<file path="config.mk">
export PLATFORM = sky130hd
export DESIGN_NAME = byte_manip_unit_flat
export DESIGN_NICKNAME = d
export VERILOG_FILES = /design/src/rtl/byte_manip_unit_if.sv /design/src/rtl/byte_manip_unit.sv /design/src/flat_wrapper.sv
export SDC_FILE = /design/constraint.sdc
export NUM_CORES = 1
export LEC_CHECK = 0
export CAP_MARGIN = 5
export CORE_ASPECT_RATIO = 1.4
export CORE_MARGIN = 10
export CORE_UTILIZATION = 45
export CTS_BUF_LIST = sky130_fd_sc_hd__clkbuf_4 sky130_fd_sc_hd__clkbuf_8
export CTS_CLUSTER_DIAMETER = 50
export DETAILED_ROUTE_END_ITERATION = 10
export GPL_ROUTABILITY_DRIVEN = 0
export MAX_ROUTING_LAYER = met4
export PLACE_DENSITY_LB_ADDON = 0.1
export SETUP_SLACK_MARGIN = 0.3
export SYNTH_ARGS = -nofsm -noshare
export SYNTH_HDL_FRONTEND = slang
export SYNTH_SLANG_ARGS = --single-unit
</file>
<file path="constraint.sdc">
create_clock -name clk -period 6.7 [get_ports clk]
set_input_delay 1.005 -clock clk [delete_from_list [all_inputs] [get_ports clk]]
set_output_delay 1.005 -clock clk [all_outputs]
set_load 0.05 [all_outputs]
</file>
<file path="src/rtl/byte_manip_unit_if.sv">
// Handshake/operand bundle between the control FSM and byte_manip_unit.
// The control side uses the master modport; the execution unit uses slave.
interface byte_manip_unit_if #(
  parameter int DATA_W = 16
);
  localparam int LANE_W = $clog2(DATA_W / 8);

  logic              start;
  logic [2:0]        op;
  logic [DATA_W-1:0] dst_in;
  logic [7:0]        byte_val;
  logic [LANE_W-1:0] lane;
  logic              ready;
  logic              done;
  logic              ack;
  logic [DATA_W-1:0] dst_out;
  logic              n_flag;
  logic              z_flag;
  logic              err;

  modport master (
    output start, op, dst_in, byte_val, lane, ack,
    input  ready, done, dst_out, n_flag, z_flag, err
  );

  modport slave (
    input  start, op, dst_in, byte_val, lane, ack,
    output ready, done, dst_out, n_flag, z_flag, err
  );
endinterface

</file>
<file path="src/rtl/byte_manip_unit.sv">
// Handshaked byte-manipulation unit: IDLE -> EXEC -> DONE, result held until ack.
// Optional macro BYTE_MANIP_SXT_EN enables op 5 (SXT); otherwise op 5 is illegal.
module byte_manip_unit #(
  parameter int DATA_W = 16
) (
  input  logic              clk,
  input  logic              rst,
  byte_manip_unit_if.slave  bus
);
  localparam int LANE_W = $clog2(DATA_W / 8);
  localparam int NB     = DATA_W / 8;

  localparam logic [2:0] OP_MOVL  = 3'd0;
  localparam logic [2:0] OP_MOVLZ = 3'd1;
  localparam logic [2:0] OP_MOVLS = 3'd2;
  localparam logic [2:0] OP_MOVH  = 3'd3;
  localparam logic [2:0] OP_SWPB  = 3'd4;
  localparam logic [2:0] OP_SXT   = 3'd5;
  localparam logic [2:0] OP_MOVB  = 3'd6;

  typedef enum logic [1:0] {
    IDLE = 2'd0,
    EXEC = 2'd1,
    DONE = 2'd2
  } state_e;

  state_e            state_q, state_d;
  logic [2:0]        op_q;
  logic [DATA_W-1:0] l_q;
  logic [7:0]        b_q;
  logic [LANE_W-1:0] lane_q;
  logic [DATA_W-1:0] dst_out_q;
  logic              n_q, z_q, err_q, done_q;
  logic [DATA_W-1:0] res_d;
  logic              err_d;

`ifdef BYTE_MANIP_SXT_EN
  function automatic logic signed [DATA_W-1:0] sign_extend(input logic signed [7:0] v);
    logic signed [DATA_W-1:0] w;
    w = v;
    return w;
  endfunction
`endif

  function automatic logic is_illegal(input logic [2:0] op);
`ifdef BYTE_MANIP_SXT_EN
    return (op == 3'd7);
`else
    return (op == 3'd7) || (op == OP_SXT);
`endif
  endfunction

  function automatic logic [DATA_W-1:0] calc(
    input logic [2:0]        op,
    input logic [DATA_W-1:0] l,
    input logic [7:0]        b,
    input logic [LANE_W-1:0] ln
  );
    logic [DATA_W-1:0] r;
    r = l;
    case (op)
      OP_MOVL:  r[7:0] = b;
      OP_MOVLZ: r = {{(DATA_W-8){1'b0}}, b};
      OP_MOVLS: r = {{(DATA_W-8){1'b1}}, b};
      OP_MOVH:  r[DATA_W-1 -: 8] = b;
      OP_SWPB: begin
        for (int i = 0; i < NB; i++) begin
          r[i*8 +: 8] = l[(NB-1-i)*8 +: 8];
        end
      end
`ifdef BYTE_MANIP_SXT_EN
      OP_SXT:   r = sign_extend(l[7:0]);
`endif
      OP_MOVB:  r[int'(ln)*8 +: 8] = b;
      default:  r = l;
    endcase
    return r;
  endfunction

  always_comb begin
    state_d = state_q;
    case (state_q)
      IDLE:    if (bus.start) state_d = EXEC;
      EXEC:    state_d = DONE;
      DONE:    if (bus.ack) state_d = IDLE;
      default: state_d = IDLE;
    endcase
  end

  always_comb begin
    res_d = calc(op_q, l_q, b_q, lane_q);
    err_d = is_illegal(op_q);
  end

  // Operand capture: only in IDLE on start, so later starts cannot disturb a held result
  always_ff @(posedge clk) begin
    if (state_q == IDLE && bus.start) begin
      op_q   <= bus.op;
      l_q    <= bus.dst_in;
      b_q    <= bus.byte_val;
      lane_q <= bus.lane;
    end
  end

  // Result stage: dst_out, flags and err change only when leaving EXEC
  always_ff @(posedge clk) begin
    if (rst) begin
      state_q   <= IDLE;
      done_q    <= 1'b0;
      dst_out_q <= '0;
      n_q       <= 1'b0;
      z_q       <= 1'b1;
      err_q     <= 1'b0;
    end else begin
      state_q <= state_d;
      done_q  <= (state_d == DONE);
      if (state_q == EXEC) begin
        dst_out_q <= res_d;
        n_q       <= res_d[DATA_W-1];
        z_q       <= (res_d == '0);
        err_q     <= err_d;
      end
    end
  end

  assign bus.ready   = (state_q == IDLE) && !rst;
  assign bus.done    = done_q;
  assign bus.dst_out = dst_out_q;
  assign bus.n_flag  = n_q;
  assign bus.z_flag  = z_q;
  assign bus.err     = err_q;
endmodule

</file>
<file path="src/flat_wrapper.sv">
// flat-port wrapper written by rule: the top's interface ports become plain ports
module byte_manip_unit_flat 
#(
  parameter int DATA_W = 16
)
  (clk, rst, bus_start, bus_op, bus_dst_in, bus_byte_val, bus_lane, bus_ack, bus_ready, bus_done, bus_dst_out, bus_n_flag, bus_z_flag, bus_err);
  byte_manip_unit_if #(.DATA_W(DATA_W)) bus_i ();
  input  logic clk;
  input  logic rst;
  input wire logic [$bits(bus_i.start)-1:0] bus_start;
  input wire logic [$bits(bus_i.op)-1:0] bus_op;
  input wire logic [$bits(bus_i.dst_in)-1:0] bus_dst_in;
  input wire logic [$bits(bus_i.byte_val)-1:0] bus_byte_val;
  input wire logic [$bits(bus_i.lane)-1:0] bus_lane;
  input wire logic [$bits(bus_i.ack)-1:0] bus_ack;
  output wire logic [$bits(bus_i.ready)-1:0] bus_ready;
  output wire logic [$bits(bus_i.done)-1:0] bus_done;
  output wire logic [$bits(bus_i.dst_out)-1:0] bus_dst_out;
  output wire logic [$bits(bus_i.n_flag)-1:0] bus_n_flag;
  output wire logic [$bits(bus_i.z_flag)-1:0] bus_z_flag;
  output wire logic [$bits(bus_i.err)-1:0] bus_err;
  assign bus_i.start = bus_start;
  assign bus_i.op = bus_op;
  assign bus_i.dst_in = bus_dst_in;
  assign bus_i.byte_val = bus_byte_val;
  assign bus_i.lane = bus_lane;
  assign bus_i.ack = bus_ack;
  assign bus_ready = bus_i.ready;
  assign bus_done = bus_i.done;
  assign bus_dst_out = bus_i.dst_out;
  assign bus_n_flag = bus_i.n_flag;
  assign bus_z_flag = bus_i.z_flag;
  assign bus_err = bus_i.err;
  byte_manip_unit #(.DATA_W(DATA_W)) u_core (.clk(clk), .rst(rst), .bus(bus_i));
endmodule
</file>
==> flow_summary.ini <==
[power_and_ir_drop]
power_mw = 0.682
p_comb_share_pct = 21.2
peakVddDrop_uv = 110
sequentialPowerShare_pct = 53.0
p_leak_nw = 1.05
switching_share_pct = 28.4
clockPowerShare_pct = 25.8
p_int_mw = 0.489
power_per_cell_area_nw_per_um2 = 224
switching_power_mw = 0.194

[logic_synthesis]
ys_seq_area_share_pct = 52.0
ys_warn_count = 0
yosysTopAreaCellShare_pct = 34.7
synth.distinct_cells = 55
async_flop_share_pct = 0
synth_cells = 250
ys_seq_elements = 49
synthFlopType = edfxtp_1
yosys.area.top_type = edfxtp_1
synth_nets = 282
synth.area.top_cells = edfxtp_1 (35%), dfxtp_1 (17%), a21oi_1 (4.3%), nor2_1 (4.2%), nand2_1 (3.9%)
synth_edf_count = 28
syn_area_per_cell_sq_um = 9.70
netlist_area_sq_um = 2430

[min_path]
min_from = u_core.bus.dst_out[12]
hold_class = flip-flop to flip-flop

[clocking]
ctsResizeCount = 0
cts.sinks = 49
postCtsSetupBuffers = 0
clkSlewWorstSetupHoldPaths_ns = 0.08
clk_latency_ns = 0.30
cts_tree = done
cts_made_buffers = 5
cts-root-buf = clkbuf_8
ctsHoldBuffers = 0
htree_levels = 2
clockBufferDepth = 2

[floorplanning]
row_count = 31
die_y_microns = 107
start_util_pct = 46.7
die_x_microns = 82.1
dieArea_sq_um = 8770
core_area_sq_um = 5200
pin_count = 53

[global_routing]
track_usage_pct = 13.2
grt_max_degree = 39
use_met2_pct = 21.0
busiest_layer = met2
grt_use_met1_pct = 15.8
grt_pass1_vias = 1844
antenna_found_initial = 0
met3_usage_pct = 3.18
grt-ovfl-total = 0
grt_pass1_wl_microns = 9050

[setup_path]
rrSetupSlack_ns = 3.81
cp.required_ns = 5.69
arrival_ns = 2.92
reg2reg_from = u_core.op_q[1]
critPathMaxFanout = 22
cp-start-kind = input pin
crit_type = input pin to primary output
cp-end-kind = primary output
crit_start = rst

[job]
cap_violations = 0

[place]
pre_cts_slack_ns = 2.75
hpwl_microns = 4220
portBuffers = 52

[timing]
fin_ws_ns = 2.77
fin_crit_sh_pct = 58.6
slew_headroom_pct = 27.7
timing.fmax_ghz = 0.255
rsz0062_at_grt = false
hold_viol = 0
tns_ns = 0
worstMarginPinSlew_ns = 1.08
maxSlewViolCount = 0
setup_viol = 0
timing.hold.ws_ns = 0.455
fin_crit_ns = 3.93
clock_skew_ns = 0.00437

[detailed_routing]
wirelength_microns = 5570
drt_iter0_markers = 119
first_pass_iters = 4
ant_nets = 0
post-route-drc-count = 0
vias = 2049
wl_per_cell_microns = 15.5
viasPerCell = 5.69

[finish]
utilization_pct = 58.6
drive_above_1_share_pct = 7.14
final_common_cell = clkdlybuf4s50_1
mostFrequentLayoutCells = clkdlybuf4s50_1 (52), edfxtp_1 (28), nor2_1 (27), nand2_1 (25)
nets = 325
area_growth_pct = 25.5
n_antenna_cell = 0

[status]
run_status = finished, final reports clean
cell type report:
type	count	area [sq um]
fill	495	2150
sequential	49	1260
multi-input combinational	176	1050
timing repair buffer	54	536
clock buffer	8	91.3
tap	66	82.6
inverter	7	28.8
per-stage QoR:
step,instances,instance area (sq um)
after floorplan,250,2430
after global placement,352,2950
after detailed placement,352,2950
after CTS,360,3050
after global routing,360,3050
final,360,3050
state kept, by name (all words and copies together), names as in the netlist:
register and flops:
u_core.lane_q 1, u_core.bus.done 1, u_core.state_q 2, u_core.bus.dst_out 15
u_core.b_q 8, u_core.bus.err 1, u_core.l_q 16, u_core.bus.z_flag 1
u_core.bus.n_flag 1, u_core.op_q 3
path summary, 6_finish.rpt:
check / end / cells after the start
min: u_core.bus.dst_out[12] / 2
min reg2reg: u_core.bus.dst_out[12] / 2
max: bus_ready / 3
max reg2reg: u_core.bus.z_flag / 6
Yosys cell counts, types with 2 or more instances:
master    count
a22oi_1       4
buf_1         2
o31ai_1       2
nand2_1      25
a221o_1       2
nor3_1        5
o211ai_1      2
o221ai_1      2
dfxtp_1      21
a31oi_1       3
o22ai_1       6
o21ai_0       6
o32ai_1       2
inv_1         5
nor3b_1       3
nor2_1       27
nand4_1       2
edfxtp_1     28
nor2b_1       8
nand2b_1     10
nand3_1       5
and3_1        2
a22o_1        2
a211oi_1      2
clkbuf_1      7
a21boi_0      4
a41oi_1       2
a221oi_1      2
buf_2         4
or2_2         3
buf_4         4
a21oi_1      21
mux2i_1       5
routing by layer:
layer	vias up	part of all wire, %
met3	10	6.3
met4	0	1.8
met2	66	49
met5	-	0
li1	1012	-
met1	961	43
kinds of logic after synthesis:
| family | Yosys count | synth area share [%] |
|---|---|---|
| buf+inv | 25 | 5.11 |
| flops | 49 | 52.0 |
| mux | 6 | 2.53 |
| simple gates | 96 | 19.4 |
| compound gates | 74 | 21.0 |
worst max-delay path: stages:
cell and delay, ns:
clkdlybuf4s50_1 0.78, nor3_1 0.28, clkdlybuf4s50_1 0.84
power by group through the flow:
stage / clock network, mW / registers [mW] / logic, mW
3_5_place_dp: 0 / 0.368 / 0.145
4_1_cts: 0.183 / 0.361 / 0.145
3_3_place_gp: 0 / 0.368 / 0.143
6_report: 0.176 / 0.362 / 0.145
5_1_grt: 0.196 / 0.365 / 0.157
2_1_floorplan: 0 / 0.384 / 0.0778
Power figures use the tool's default switching activity.
